**config.mk**
```make
export PLATFORM = sky130hd
export DESIGN_NAME = picorv_bus_fabric
export DESIGN_NICKNAME = d
export VERILOG_FILES = /design/src/rtl/picorv_bus_fabric.sv
export SDC_FILE = /design/constraint.sdc
export NUM_CORES = 1
export LEC_CHECK = 0
export CAP_MARGIN = 20
export CORE_AREA = 3 3 140 142
export CTS_CLUSTER_SIZE = 14
export DETAILED_ROUTE_END_ITERATION = 10
export DIE_AREA = 0 0 143 145
export PLACE_DENSITY = 0.77
export SLEW_MARGIN = 20
export SYNTH_ARGS = -nofsm -noshare
export SYNTH_HDL_FRONTEND = slang
export SYNTH_SLANG_ARGS = --single-unit
export TNS_END_PERCENT = 20
```
**constraint.sdc**
```tcl
create_clock -name clk -period 4.2 [get_ports clk]
set_clock_uncertainty 0.15 [all_clocks]
set_input_delay 0.63 -clock clk [delete_from_list [all_inputs] [get_ports clk]]
set_output_delay 0.63 -clock clk [all_outputs]
set_load 0.02 [all_outputs]
```
**src/rtl/picorv_bus_fabric.sv**
```systemverilog
// PicoRV32 bus fabric: decodes mem_la_addr into N_SLAVES channels, runs fast or
// req/ack handshakes, muxes read data, and reports unmapped/timeout bus errors.
module picorv_bus_fabric #(
  parameter int unsigned          N_SLAVES       = 6,
  parameter int unsigned          SEL_LSB        = 28,
  parameter int unsigned          BASE_SEL       = 1,
  parameter logic [N_SLAVES-1:0]  FAST_MASK      = 6'b001111,
  parameter int unsigned          TIMEOUT_CYCLES = 1024,
  parameter logic [31:0]          ERROR_DATA     = 32'hDEADBEEF
) (
  input  logic                     clk,
  input  logic                     reset,
  input  logic                     mem_valid,
  input  logic [31:0]              mem_la_addr,
  output logic                     mem_ready,
  output logic [31:0]              mem_rdata,
  output logic [N_SLAVES-1:0]      slave_req,
  input  logic [N_SLAVES-1:0]      slave_ack,
  input  logic [32*N_SLAVES-1:0]   slave_rdata,
  output logic                     bus_error,
  output logic [31:0]              err_addr,
  output logic [7:0]               err_count
);

  localparam int unsigned SEL_W = 32 - SEL_LSB;
  localparam int unsigned IDX_W = (N_SLAVES > 1) ? $clog2(N_SLAVES) : 1;
  localparam int unsigned CNT_W = (TIMEOUT_CYCLES > 1) ? $clog2(TIMEOUT_CYCLES) : 1;
  localparam logic [CNT_W-1:0] CNT_LAST =
    CNT_W'((TIMEOUT_CYCLES == 0) ? 0 : TIMEOUT_CYCLES - 1);

  typedef enum logic [1:0] {IDLE, WAIT, DONE} state_t;

  state_t             state, state_next;
  logic [IDX_W-1:0]   idx_q, idx_next, idx_new;
  logic [31:0]        addr_q, addr_next;
  logic               err_q, err_next;
  logic               fast_q, fast_next, fast_new;
  logic [CNT_W-1:0]   cnt, cnt_next;
  logic [31:0]        rdata_q, rdata_next;
  logic [N_SLAVES-1:0] req_next;
  logic [SEL_W-1:0]   sel;
  logic               mapped;
  logic [31:0]        sel_word;
  logic               sel_ack;
  logic               timeout;
  logic               err_log;

  assign sel     = mem_la_addr[31:SEL_LSB];
  assign mapped  = (33'(sel) >= 33'(BASE_SEL)) &&
                   (33'(sel) <  33'(BASE_SEL) + 33'(N_SLAVES));
  assign idx_new = IDX_W'(33'(sel) - 33'(BASE_SEL));
  assign timeout = (TIMEOUT_CYCLES != 0) && (cnt == CNT_LAST);

  // Loop-based selection keeps out-of-range (unmapped) indices harmless.
  always_comb begin
    fast_new = 1'b0;
    sel_word = '0;
    sel_ack  = 1'b0;
    for (int unsigned i = 0; i < N_SLAVES; i++) begin
      if (idx_new == IDX_W'(i)) fast_new = FAST_MASK[i];
      if (idx_q == IDX_W'(i)) begin
        sel_word = slave_rdata[32*i +: 32];
        sel_ack  = slave_ack[i];
      end
    end
  end

  always_comb begin
    state_next = state;
    idx_next   = idx_q;
    addr_next  = addr_q;
    err_next   = err_q;
    fast_next  = fast_q;
    cnt_next   = cnt;
    rdata_next = rdata_q;
    case (state)
      IDLE: begin
        cnt_next = '0;
        if (mem_valid) begin
          idx_next   = idx_new;
          addr_next  = mem_la_addr;
          err_next   = !mapped;
          fast_next  = mapped && fast_new;
          state_next = (!mapped || fast_new) ? DONE : WAIT;
        end
      end
      WAIT: begin
        if (!mem_valid) begin
          state_next = IDLE;
          cnt_next   = '0;
        end else if (sel_ack) begin
          rdata_next = sel_word;
          state_next = DONE;
        end else if (timeout) begin
          err_next   = 1'b1;
          state_next = DONE;
        end else begin
          cnt_next = cnt + 1'b1;
        end
      end
      DONE: begin
        state_next = IDLE;
        cnt_next   = '0;
      end
      default: state_next = IDLE;
    endcase
  end

  always_comb begin
    req_next = '0;
    if (state_next == WAIT) begin
      for (int unsigned i = 0; i < N_SLAVES; i++) begin
        if (idx_next == IDX_W'(i)) req_next[i] = 1'b1;
      end
    end
  end

  assign err_log = (state_next == DONE) && err_next;

  always_ff @(posedge clk or posedge reset) begin
    if (reset) begin
      state     <= IDLE;
      idx_q     <= '0;
      addr_q    <= '0;
      err_q     <= 1'b0;
      fast_q    <= 1'b0;
      cnt       <= '0;
      rdata_q   <= '0;
      slave_req <= '0;
      mem_ready <= 1'b0;
      bus_error <= 1'b0;
      err_addr  <= '0;
      err_count <= '0;
    end else begin
      state     <= state_next;
      idx_q     <= idx_next;
      addr_q    <= addr_next;
      err_q     <= err_next;
      fast_q    <= fast_next;
      cnt       <= cnt_next;
      rdata_q   <= rdata_next;
      slave_req <= req_next;
      mem_ready <= (state_next == DONE);
      bus_error <= err_log;
      if (err_log) begin
        err_addr <= addr_next;
        if (err_count != '1) err_count <= err_count + 8'd1;
      end
    end
  end

  // Fast slaves present data live during DONE; handshaked data was captured on ack.
  always_comb begin
    mem_rdata = '0;
    if (state == DONE) begin
      if (err_q)       mem_rdata = ERROR_DATA;
      else if (fast_q) mem_rdata = sel_word;
      else             mem_rdata = rdata_q;
    end
  end

endmodule

```
==> results <==
[worst reg2reg max path: cells and delay by family (launching register included)]
family	cells	cell delay, ns
and+or+nand+nor	3	1.09
buffers and inverters	2	0.61
DFF	1	0.85
muxes	1	0.33
AOI/OAI and AO/OA	2	0.34
[per-stage QoR]
stage	utilization [%]	cell area (µm²)	instances
global placement	56.9	10600	1213
global route	60.2	11200	1247
floorplan	-	7200	698
CTS	60.1	11200	1245
detailed placement	56.9	10600	1213
finish	60.2	11200	1247
[how the worst max path moves through the flow]
stage | to | slack (ns) | cells past startpoint
3_3_place_gp | err_addr[29] | 0.50 | 9
6_report | mem_rdata[9] | 0.27 | 7
3_5_place_dp | err_addr[1] | 0.40 | 9
2_1_floorplan | mem_rdata[28] | 1.33 | 8
4_1_cts | mem_rdata[9] | 0.21 | 7
5_1_grt | mem_rdata[9] | 0.06 | 7
[report_power, final]
part           internal [W]  total, W  switching, W
Sequential          0.00165   0.00195      0.000294
Combinational       0.00126   0.00247       0.00121
Clock              0.000908   0.00150      0.000597
[cell usage after synthesis (3+ instances only)]
cell,instances
mux4_2,32
buf_1,10
mux2_2,17
buf_4,3
nand4_1,5
nand2_1,140
o21ai_0,51
clkbuf_1,26
nor3_1,5
and3_1,4
a211oi_1,33
nor2_1,55
a31oi_1,4
mux2_1,40
buf_6,4
ha_1,9
nor2b_1,25
dfrtp_1,129
mux2i_1,34
buf_2,7
inv_1,9
xnor2_1,6
nand2b_1,8
a21oi_1,11
o31ai_1,3
nand3_1,11
[sequential cells by signal (all words and copies together), names as in the netlist, 2 cells and up]
signal     count
addr_q        32
err_addr      32
err_count      8
idx_q          3
state          2
slave_req      6
rdata_q       32
cnt           10
[layout make-up]
| class | count | area [µm²] |
|---|---|---|
| fillers | 1546 | 7400 |
| well taps | 234 | 293 |
| clock inverters | 14 | 166 |
| multi-input cells | 510 | 3700 |
| diodes | 2 | 5.00 |
| flip-flops and latches | 129 | 3230 |
| inverters | 9 | 37.5 |
| clock buffers | 18 | 439 |
| repair buffers | 331 | 3300 |
[cell usage in the layout, fill, tap and decap left out, types with 5 or more instances in the layout]
master	synthesis	layout
o21ai_0	51	50
nand3_1	11	10
mux2_1	40	40
dfrtp_1	129	126
nand2_1	140	140
nor2b_1	25	25
a21oi_1	11	11
buf_4	3	16
nand4_1	5	5
inv_1	9	8
nand2b_1	8	8
clkdlybuf4s50_1	0	312
mux4_2	32	32
inv_6	0	5
clkbuf_16	0	17
nor3_1	5	5
a211oi_1	33	33
mux2i_1	34	34
ha_1	9	9
mux2_2	17	17
xnor2_1	6	6
nor2_1	55	55
[kinds of logic after synthesis]
logic type / after synthesis / synth area share, %
AOI/OAI and AO/OA: 111 / 9.57
xor gates and xnor gates: 6 / 0.731
adders and majority gates: 9 / 1.57
buffers and inverters: 59 / 3.78
DFF: 129 / 44.9
muxes: 123 / 23.7
and+or+nand+nor: 261 / 15.8
[routing by layer]
layer	global-route usage [%]	vias to the layer above	share of wire, %
met4	7.94	0	2.4
met1	28.1	3165	40
met3	6.86	38	8.7
met5	0	-	0
li1	-	3070	-
met2	37.0	256	49
==> results by group <==
Outcome
  – Outcome: completed

STA
  – Endpoints failing setup: 0
  – Final-layout worst hold slack: 0.319 ns
  – Setup slack after layout: ~0.27 ns
  – Relative slew slack: 51.2%
  – Fmax: 255 MHz
  – Setup repair after global routing missed its margin: no
  – Minimum clock period after layout: 3.93 ns
  – Measured slew at the worst slew-check pin: 0.727 ns
  – Final worst-path cycle share: 93.5%
  – Final Max Tran Viols: 0
  – TNS Setup: 0 ns
  – Final Hold Violating Endpoints: 0

Final layout
  – Final-stage net count: roughly 1.2k
  – Synth-to-Final Area Change: 55.4%
  – Share of post-route cells with drive strength above 1: between 10% and 20%

Routing
  – Wirelength per Cell: 19.1 µm
  – Initial DRT Pass Iterations: 4
  – Number of DRC markers after the initial detailed-route iteration: 260
  – Via count: roughly 6.5k
  – Remaining number of nets flagged by the antenna check after routing: 0
  – DR vias/cell: roughly 5.2
  – DRC errors left: 0
  – Final Routed Wirelength: 23.9 mm

Clocking
  – H-Tree Level Count: 4
  – Clock insertion delay at the later pin of the skew report: 0.41 ns
  – CTS tree: done
  – Clock transition at path regs: 0.06 ns
  – Clock tree root buffer cell: clkbuf_16
  – Count of cells resized by post-cts repair: 0
  – Number of hold buffers added after cts: 0
  – Longest Clk Path Bufs: 2
  – Number of clock buffers inserted by TritonCTS: 17
  – Post-CTS setup repair buffer count: 0
  – Clk sink count: 129

Yosys
  – Post-Synthesis Mean Instance Area: 10.3 µm²
  – Synth Net Count: 940
  – Number of unique standard cell types used by synthesis: 39
  – Most used flip-flop cell after synthesis: dfrtp_1
  – Cells after synthesis: 698
  – Async set or reset register ratio after synthesis: 100%
  – Post-synthesis sequential area ratio: 44.9%
  – Synth top area share: 44.9%
  – Syn Std Cell Area: 7190 µm²
  – Library cell occupying the most area in the post-synthesis netlist: dfrtp_1
  – Total of warnings raised by yosys: 0
  – Area contributors post-synth: dfrtp_1 45%, mux4_2 10%, nand2_1 7.3%
  – EDFF count, synth: 0
  – FF+latch count, synth: between 100 and 150

Worst setup path
  – Setup CP Type: flop to output port
  – Arrival time of data at the critical path endpoint: 3.15 ns
  – Crit-path max cell delay: between 0.8 and 0.9 ns
  – Crit path capture type: output port
  – Startpoint of the most critical register-to-register path: idx_q[0]
  – CP Launch Type: flop
  – Critical path launch point: idx_q[0]
  – Highest fanout seen on the critical path: 34
  – Required time of the worst setup path: 3.42 ns
  – Top Family by Delay on Critical Path: buffers and inverters
  – Bufs and invs on worst path: 2
  – Terminus of the critical flop-to-flop path: err_addr[13]
  – Worst R2R Path Depth: 8
  – Cell breakdown of the critical path: buf_4 > mux4_2 > nand2_1 > o21ai_0 > a211oi_1 > nor2_1 > clkdlybuf4s50_1
  – Cell with the largest stage delay on the worst path: dfrtp_4
  – Worst setup slack for register-to-register paths: 0.69 ns

Run
  – Maximum Capacitance Violations: 0

Placed design
  – Weighted congestion at the end of routability-driven global placement: 0.956
  – Worst slack at placement: 0.405 ns
  – Post-detail-place hpwl: between 15 and 20 mm
  – IO buf count: around 310

Global route
  – Global route overflow: 0
  – Antenna violations before repair: 2
  – Global-route wire length before repair: 36.3 mm
  – Pin count of the biggest net entering global routing: 50
  – Global-route total usage across every layer: 22.5%
  – Via count of the first global-routing pass: 6649

Floorplanning
  – DIE HEIGHT: 145 µm
  – Number of I/O pins: 313
  – Area enclosed by the die boundary: approximately 21000 µm²
  – Starting density of the core: 38.7%
  – Site row count: 50
  – Placeable core area: 18600 µm²
  – Width of the chip: 143 µm

Power
  – Overall Power: 0.00592 W
  – Pwr/cell area: 530 nW/µm²
  – Leakage power total: between 4 and 5 nW
  – Max IR drop VDD: 0.000403 V

Worst hold path
  – Critical hold path startpoint: addr_q[3]
  – Hold endpoint: addr_q[3]
  – Worst Hold Path Cells: 2
  – Type of the tightest min-delay check: flop to flop
Power figures use the tool's default switching activity.
